## src/rtl/sig_debouncer_pkg.sv

```systemverilog
// sig_debouncer_pkg: shared types and constants for the level debouncer.
//   state_t    : debouncer FSM states (IDLE_LO, WAIT_HI, IDLE_HI, WAIT_LO)
//   GLITCH_W   : width of the rejected-change counter
//   GLITCH_MAX : saturation value of the rejected-change counter
`timescale 1ns/1ps
package sig_debouncer_pkg;

   localparam int unsigned GLITCH_W   = 8;
   localparam int unsigned GLITCH_MAX = 255;

   typedef enum logic [1:0] {
      IDLE_LO = 2'd0,
      WAIT_HI = 2'd1,
      IDLE_HI = 2'd2,
      WAIT_LO = 2'd3
   } state_t;

endpackage : sig_debouncer_pkg

```

## src/rtl/sig_debouncer_sync_2ff.sv

```systemverilog
// sync_2ff: two-flop synchronizer for a single asynchronous level.
// Ports:
//   clk : sampling clock
//   rst : asynchronous active-high clear of both flops
//   d   : asynchronous input level
//   q   : synchronized level, two clk edges after d settles
`timescale 1ns/1ps
module sync_2ff (
   input  logic clk,
   input  logic rst,
   input  logic d,
   output logic q
);

   logic meta;

   // First flop may go metastable; second flop gives it a full cycle to resolve.
   always_ff @(posedge clk or posedge rst) begin
      if (rst) begin
         meta <= 1'b0;
         q    <= 1'b0;
      end else begin
         meta <= d;
         q    <= meta;
      end
   end

endmodule : sync_2ff

```

## src/rtl/sig_debouncer.sv

```systemverilog
// sig_debouncer: qualifies a bouncy external level before passing it on.
// A new level must be sampled on STABLE_CYCLES consecutive cycles before
// out_sig follows it; shorter excursions are rejected and counted.
// Build option: define SIG_DEBOUNCER_SYNC_EN to insert a two-flop
// synchronizer ahead of the FSM (latency STABLE_CYCLES+2 edges); leave it
// undefined for already-synchronous sources (latency STABLE_CYCLES edges).
// Ports:
//   clk        : rising-edge clock for all state
//   rst        : asynchronous active-high reset
//   in_raw     : raw input level (button / switch)
//   out_sig    : debounced level (registered)
//   busy       : high while a level change is being qualified (registered)
//   glitch_cnt : saturating count of rejected level changes (registered)
`timescale 1ns/1ps
module sig_debouncer
   import sig_debouncer_pkg::*;
#(
   parameter int unsigned STABLE_CYCLES = 4
) (
   input  logic                clk,
   input  logic                rst,
   input  logic                in_raw,
   output logic                out_sig,
   output logic                busy,
   output logic [GLITCH_W-1:0] glitch_cnt
);

   localparam int unsigned CNT_W = $clog2(STABLE_CYCLES + 1);
   // Count value on which one more matching sample completes qualification.
   localparam logic [CNT_W-1:0] CNT_LAST = CNT_W'(STABLE_CYCLES - 1);
   localparam logic [GLITCH_W-1:0] GLITCH_SAT = GLITCH_W'(GLITCH_MAX);

   logic          s;
   state_t        state;
   state_t        state_nxt;
   logic [CNT_W-1:0] cnt;
   logic [CNT_W-1:0] cnt_nxt;
   logic          glitch_inc_c;
   logic          out_nxt_c;
   logic          busy_nxt_c;

   // Sampled input source.
`ifdef SIG_DEBOUNCER_SYNC_EN
   sync_2ff u_sync (
      .clk (clk),
      .rst (rst),
      .d   (in_raw),
      .q   (s)
   );
`else
   assign s = in_raw;
`endif

   // State, counter and output registers.
   always_ff @(posedge clk or posedge rst) begin
      if (rst) begin
         state      <= IDLE_LO;
         cnt        <= '0;
         out_sig    <= 1'b0;
         busy       <= 1'b0;
         glitch_cnt <= '0;
      end else begin
         state   <= state_nxt;
         cnt     <= cnt_nxt;
         out_sig <= out_nxt_c;
         busy    <= busy_nxt_c;
         if (glitch_inc_c && (glitch_cnt != GLITCH_SAT)) begin
            glitch_cnt <= glitch_cnt + GLITCH_W'(1);
         end
      end
   end

   // Next-state, counter and next-output logic.
   always_comb begin
      state_nxt    = state;
      cnt_nxt      = cnt;
      glitch_inc_c = 1'b0;

      case (state)
         IDLE_LO: begin
            if (s) begin
               // With a single required sample the first differing one qualifies.
               if (STABLE_CYCLES == 1) begin
                  state_nxt = IDLE_HI;
                  cnt_nxt   = '0;
               end else begin
                  state_nxt = WAIT_HI;
                  cnt_nxt   = CNT_W'(1);
               end
            end
         end

         WAIT_HI: begin
            if (s) begin
               if (cnt == CNT_LAST) begin
                  state_nxt = IDLE_HI;
                  cnt_nxt   = '0;
               end else begin
                  cnt_nxt = cnt + CNT_W'(1);
               end
            end else begin
               state_nxt    = IDLE_LO;
               cnt_nxt      = '0;
               glitch_inc_c = 1'b1;
            end
         end

         IDLE_HI: begin
            if (!s) begin
               if (STABLE_CYCLES == 1) begin
                  state_nxt = IDLE_LO;
                  cnt_nxt   = '0;
               end else begin
                  state_nxt = WAIT_LO;
                  cnt_nxt   = CNT_W'(1);
               end
            end
         end

         WAIT_LO: begin
            if (!s) begin
               if (cnt == CNT_LAST) begin
                  state_nxt = IDLE_LO;
                  cnt_nxt   = '0;
               end else begin
                  cnt_nxt = cnt + CNT_W'(1);
               end
            end else begin
               state_nxt    = IDLE_HI;
               cnt_nxt      = '0;
               glitch_inc_c = 1'b1;
            end
         end

         default: begin
            state_nxt = IDLE_LO;
            cnt_nxt   = '0;
         end
      endcase

      // Outputs are a function of the next state so the flops mirror the FSM.
      out_nxt_c  = (state_nxt == IDLE_HI) || (state_nxt == WAIT_LO);
      busy_nxt_c = (state_nxt == WAIT_HI) || (state_nxt == WAIT_LO);
   end

endmodule : sig_debouncer
```

## config.mk

```make
export PLATFORM = sky130hd
export DESIGN_NAME = sig_debouncer
export DESIGN_NICKNAME = d
export VERILOG_FILES = /design/src/rtl/sig_debouncer_pkg.sv /design/src/rtl/sig_debouncer_sync_2ff.sv /design/src/rtl/sig_debouncer.sv
export SDC_FILE = /design/constraint.sdc
export NUM_CORES = 1
export LEC_CHECK = 0
export BUFFER_PORTS_ARGS = -buffer_cell sky130_fd_sc_hd__buf_2
export CAP_MARGIN = 20
export CORE_ASPECT_RATIO = 1.25
export CORE_MARGIN = 2
export CORE_UTILIZATION = 25
export CTS_CLUSTER_SIZE = 10
export DETAILED_ROUTE_END_ITERATION = 7
export SKIP_CTS_REPAIR_TIMING = 1
export SLEW_MARGIN = 5
export SYNTH_ARGS = -nofsm -noshare
export SYNTH_HDL_FRONTEND = slang
export SYNTH_SLANG_ARGS = --single-unit
```

## constraint.sdc

```tcl
create_clock -name clk -period 1.53 [get_ports clk]
set_clock_uncertainty 0.05 [all_clocks]
set_input_delay 0.153 -clock clk [delete_from_list [all_inputs] [get_ports clk]]
set_output_delay 0.153 -clock clk [all_outputs]
set_load 0.05 [all_outputs]
```

==> summary by stage, run 1 <==
Floorplan
The floorplan has 21 rows. The die covers 3186 sq um. The die boundary width is between 50 and 60 um.

The I/O pin count is 13. After floorplanning, the core was sized to cover 2654 sq um. The height of the die is ~63 um. The starting density of the core is around 26%.

Clocking
The clock tree root driver cell is sky130_fd_sc_hd__clkbuf_4. TritonCTS built the clock tree. After clock tree synthesis, the clock-pin slew on the worst setup and hold paths is 0.09 ns.

CTS saw 14 sinks. The clock latency on the worst-skew pair is around 0.27 ns. CTS built an H-tree with a depth of 1. The clock passes through at most 2 buffers. In this run, CTS created clock tree buffers numbering 3.

Routing
The per-cell routed wire length is 11.24 um. In the routed design, unresolved DRC markers number 0. After detailed routing, the total wire length is about 1.2 mm. After the first detailed-routing iteration, the DRC count stood at 2. The total iterations of the first detailed-routing run is 2. The via-per-instance ratio is 4.378. The post-route antenna net violation count is 0. The routed layout has between 400 and 500 vias.

Synthesis
After synthesis the cells add up to between 600 and 700 sq um. The top-area cell type share of the netlist area is 51.00%. The cell with the most instances after synthesis is sky130_fd_sc_hd__dfrtp_1. The count of flip-flops with a built-in enable after synthesis is 0.

The synthesized design spends more area on one cell type than any other, namely sky130_fd_sc_hd__dfrtp_1. The number of nets in the synthesized netlist is 63. The netlist uses 26 different library cells.

The fraction of registers with async set or reset after synthesis is 100.0%. The gate count of the mapped netlist is 58. For this run, the number of Yosys warnings is 0. The post-synthesis register bit count is 14. In the synthesized netlist the dominant register cell turns out to be sky130_fd_sc_hd__dfrtp_1. Summing the sequential cell areas from Yosys gives approximately half of the chip area. By area the synthesized netlist is led by sky130_fd_sc_hd__dfrtp_1, sky130_fd_sc_hd__mux2_4, sky130_fd_sc_hd__nand3_2. The post-synthesis area per instance is ~12 sq um. The commonest cells after synthesis are sky130_fd_sc_hd__dfrtp_1, sky130_fd_sc_hd__nand2_1.

Placement
Port buffering added 12 buffers. The placer's final routability congestion estimate is just over 0.7. The sum of net half-perimeters after detailed placement is about 1000 um. Prior to clock tree synthesis, the placed netlist has a worst setup slack of approximately 0.038 ns.

Setup path
Across all register-to-register paths, the minimum setup slack is 0.11 ns. The data arrival time of the critical path is around 1.5 ns. The worst setup path is captured at a flip-flop. The slowest library cell on the worst path is sky130_fd_sc_hd__dfrtp_2.

The maximum fanout count along the critical path is 5. The signal on the critical path passes through and3_4, nand3_4, o21ai_4, mux2_4. The worst setup path is of the reg -> reg kind.

The category of cells accounting for the largest share of critical-path delay is flip-flops. Counting both buffers and inverters, the worst setup path holds a total of 0. STA puts the critical path data required time at 1.64 ns. The biggest cell delay along the critical path is 0.41 ns. The worst setup path is launched from a flip-flop.

GRT
After global routing, the most crowded layer is met2. The largest net degree at the start of global routing is 15. The number of global-route vias before repair was 489. The global-route total usage across every layer is 8.868%. The initial antenna violation count is 0.

In the global route stage, met1 resource usage came out at 10.98%. The wire length of the first global-routing pass is about 2.2 mm. Global routing consumed, on the met3 layer, 1.914% of the routing resources. The global routing met2 resource utilization is between 10% and 20%. The sum of overflow across all layers after global routing is 0.

Cells and area
The post-route netlist has about half of its cells at a drive strength greater than 1. For this run, the post-layout net count is 83. The area growth from synthesis to layout is 28.96%. The post-route core utilization is between 30% and 40%. 0 antenna diodes ended up in the layout.

Timing
The accumulated negative setup slack is 0 ns. At the pin with the least slew margin, the transition time is around 0.55 ns. The hold violation total from the final report is 0. The highest attainable clock frequency is around 700 MHz. Measured against its own limit, the worst slew margin works out to 63.37%.

Hold is met by between 0.15 and 0.2 ns. After layout, the worst path uses ~93% of the clock period. Setup repair after global routing left no endpoint under its margin. The clock period could shrink to roughly 1.4 ns. The final count of negative-setup-slack endpoints is 0. In the post-route analysis, the smallest setup slack over all paths is between 0.1 and 0.15 ns.

The max-slew violation count was 0.

Power
The worst-case IR drop observed on VDD is around 1.1 mV. The areal power density over the cells is 2185 nW/um^2. For this design the static power due to leakage is a little under 0.4 nW.

Summing internal, switching and leakage power gives between 1.5 and 2 mW.

Job
The max-cap violation count is 0.

Worst hold path
The type of the tightest min-delay check is in -> reg.

Status
The flow ran to the end, and the final reports show no timing, DRC or antenna violations.
[layout make-up]
| cell class | count | area [sq um] |
|---|---|---|
| Timing Repair Buffer | 15 | 85.08 |
| Clock buffer | 4 | 26.28 |
| Inverter | 2 | 7.507 |
| Fill cell | 280 | 1768 |
| Multi-Input combinational cell | 42 | 365.4 |
| Tap cell | 34 | 42.54 |
| Sequential cell | 14 | 359.1 |
[cells in the final DEF, fill, tap and decap left out, drive strengths merged, types with 2 or more instances in the layout]
| cell type | count |
|---|---|
| clkbuf | 4 |
| nand2 | 6 |
| and2 | 3 |
| ha | 2 |
| o21a | 2 |
| nand3 | 6 |
| nor2 | 3 |
| inv | 2 |
| buf | 14 |
| o21ai | 4 |
| xnor2 | 3 |
| mux2 | 5 |
| dfrtp | 14 |
[flip-flops by register name, summed over array words and instances, names as in the netlist]
signal / count
cnt: 3
busy: 1
out_sig: 1
state: 1
glitch_cnt: 8
[power breakdown]
group          internal [mW]  leakage, nW  switching (mW)
clock network          0.101       0.0150           0.115
registers              0.531        0.167           0.130
logic                  0.357        0.205           0.703
[path summary, 6_finish.rpt]
kind / end / start / cells past startpoint
worst max-delay path: glitch_cnt[1] / glitch_cnt[4] / 4
worst min-delay path: out_sig / in_raw / 2
worst max register to register: glitch_cnt[1] / glitch_cnt[4] / 4
worst min register to register: cnt[2] / cnt[2] / 1
max in group asynchronous: glitch_cnt[2] / rst / 3
min in group asynchronous: glitch_cnt[6] / rst / 3
[layer usage]
| layer | wire [um] | part of all wire [%] |
|---|---|---|
| met5 | 0 | 0 |
| met4 | 10 | 0.80 |
| met3 | 54 | 4.3 |
| met2 | 650 | 52 |
| met1 | 533 | 43 |
[cells by family after synthesis]
family          after synthesis  synth area share, %
compound gates                8                7.285
xor+xnor                      4                6.194
fa+ha+maj                     2                3.642
buf+inv                       2                1.093
flops                        14                51.00
mux                           5                9.835
simple gates                 23                20.95
[per-stage QoR]
stage | area (sq um) | std cells
after global placement | 844.6 | 106
final | 885.9 | 111
after floorplan | 726.9 | 58
after CTS | 870.8 | 110
after detailed placement | 844.6 | 106
after global routing | 885.9 | 111
Power figures use the tool's default switching activity.
==> run 2: changes to the inputs <==
Settings changed: REMOVE_ABC_BUFFERS from default to 1.
==> run 2 against run 1 <==
Cell count increased by 0.90%. Global-route usage about the same. Non-clock buffer count increased by 2. Count of clock-buffer cells in the layout decreased by 1. Maximum frequency decreased by 2.6%. Largest cell class is now flip-flops and latches.
==> summary by stage, run 2 (synthesis results as in run 1) <==
Routing
The total vias in the final route is just under 500. The violation count after the first detailed-routing iteration is 13. The final wirelength is ~1.3 mm.

The pre-antenna-repair detailed-routing pass consisted of 2 iterations. The post-route antenna net violation count is 0. The post-detailed-route DRC marker count is 0.

Dividing the detail-routed via count by the number of cells gives 4.402. After detailed routing, the average wire length per cell comes to around 12 um.

Timing
In the finished design, the share of the clock period the worst path needs comes to 95.57%. Setup violations remaining at the end of the flow were counted as 0. The hold violation total from the final report is 0. For the final routed database, the setup TNS stands at 0 ns. The hold slack is roughly 0.10 ns. Setup repair after global routing left no endpoint under its margin. The transition time at the pin with the least slew margin is about 0.53 ns. The worst max-slew margin expressed relative to the limit is roughly 64%. The highest attainable clock frequency is ~680 MHz.

Counting I/O delays and the setup requirement, the final critical path takes about 1.5 ns. The max-slew violation count came to 0.

Cells and area
Cells with a size suffix above 1 make up a little over two fifths of the layout. The flip-flop count of the largest register after layout is 8. At the end of the flow, the number of nets in the layout was between 80 and 90. The number of antenna diodes in the final layout is 0.

The largest registers in the layout are glitch_cnt x8, cnt x3. Ranked by flip-flop count, first place goes to glitch_cnt. The area added between synthesis and finish is 25.32%. In the layout the commonest cells are sky130_fd_sc_hd__dfrtp_1, sky130_fd_sc_hd__buf_2, sky130_fd_sc_hd__nand2_1. The most common cell after layout, fill and taps aside is sky130_fd_sc_hd__dfrtp_1.

Status
The flow ran to the end, and the final reports show no timing, DRC or antenna violations.

Setup path
Data on the critical path is required at its endpoint by between 1.5 and 2 ns. The biggest cell delay along the critical path is 0.40 ns. The number of buffer and inverter stages on the critical path is 0. The critical path startpoint category is a flip-flop. For this design, the slowest cell found on the critical path is sky130_fd_sc_hd__dfrtp_1. The critical path class is reg -> reg. The maximum fanout count along the critical path is 5.

Among cell families on the critical path, the largest total delay comes from simple AND/OR/NAND/NOR gates. The category of the worst setup path capture point is a flip-flop. The data arrival time of the critical path is roughly 1.6 ns. Traced cell by cell, the critical path runs through and3_2, nand3_2, o21ai_4, mux2_4.

Floorplan
The floorplan step defined a die boundary enclosing between 3000 and 4000 sq um. The number of cell rows is 21. The height of the die is 62.61 um. The placeable core region is approximately 2700 sq um. The starting density of the core is around a quarter. In this run the count of I/O pins placed on the die edge is 13. The die is 50.89 um wide.

Power
The areal power density over the cells is 2233 nW/um^2. The total leakage power is just over 0.4 nW. VDD sags by at most between 0.6 and 0.7 mV.

GRT
The total overflow left after global routing is 0. The number of global-route vias before repair was roughly 470. The largest net degree at the start of global routing is 15. For this run, the total global-route usage over all layers was measured as under 10%. The initial antenna violation count is 0.

The first global-routing pass estimated 2.104 mm of wire.

Clocking
The tree is rooted in a sky130_fd_sc_hd__clkbuf_4. Clock tree synthesis found a total of 14 sinks. The CTS buffer count is 3.

The clock latency on the worst-skew pair is approximately 0.28 ns. The clock edge transition at the registers on the reported setup and hold paths is roughly 0.080 ns. CTS built an H-tree with a depth of 1. The CTS tree is done. The clock passes through at most 2 buffers.

Placement
Port buffering added 12 buffers. The wire-length estimate of the detail-placed layout is 1.018 mm. Routability-driven placement finished with a final weighted congestion of between 0.8 and 0.9.

Job
Max-cap violations in this run came to 0.

Worst hold path
The type of the tightest min-delay check is in -> reg.
==> run 2: cell count changes in the layout (fill, tap and decap cells not counted), sizes merged <==
cell    delta
buf        +2
clkbuf     -1
==> run 2: worst paths after layout <==
kind                                from             to  slack [ns]  cells after the start
setup / recovery           glitch_cnt[5]  glitch_cnt[1]        0.07                      4
hold / removal                    in_raw        out_sig        0.10                      2
setup reg to reg           glitch_cnt[5]  glitch_cnt[1]        0.07                      4
hold reg to reg                   cnt[1]         cnt[1]        0.44                      2
max in group asynchronous            rst         cnt[0]        0.68                      3
min in group asynchronous            rst  glitch_cnt[5]        0.40                      3
==> run 2: layout make-up <==
type | count | area (sq um)
fillers | 286 | 1793
flip-flops and latches | 14 | 350.3
multi-input cells | 42 | 337.8
repair buffers | 17 | 100.1
well taps | 34 | 42.54
clock buffers | 3 | 22.52
inverters | 2 | 7.507
==> run 2: power by group <==
| group | switching [mW] | leakage, nW | internal (mW) |
|---|---|---|---|
| logic | 0.700 | 0.213 | 0.377 |
| registers | 0.125 | 0.175 | 0.513 |
| clock network | 0.117 | 0.0138 | 0.0913 |
==> run 2: worst register-to-register path: cells and delay by family (launching register included) <==
family / cells / cell delay [ns]
flip-flops: 1 / 0.40
AND/OR/NAND/NOR: 2 / 0.41
AO/OA/AOI/OAI: 1 / 0.19
multiplexers: 1 / 0.31
==> run 2: stage by stage <==
stage,instance area [sq um],utilization [%],total power [mW],instances,worst slack (ns)
5_1_grt,860.8,32.44,2.047,112,0.004887
3_5_place_dp,819.5,30.88,1.721,108,0.05359
2_1_floorplan,686.9,-,1.419,58,-0.2517
6_report,860.8,32.44,1.922,112,0.06783
3_3_place_gp,819.5,30.88,1.691,108,0.07816
4_1_cts,842.1,31.73,1.928,111,0.04110
==> run 2: per-layer routing <==
metal	track usage (%)	share of wire [%]
met2	14.31	48
met5	0	0
met3	1.675	5.0
met4	5.068	2.0
met1	10.77	44
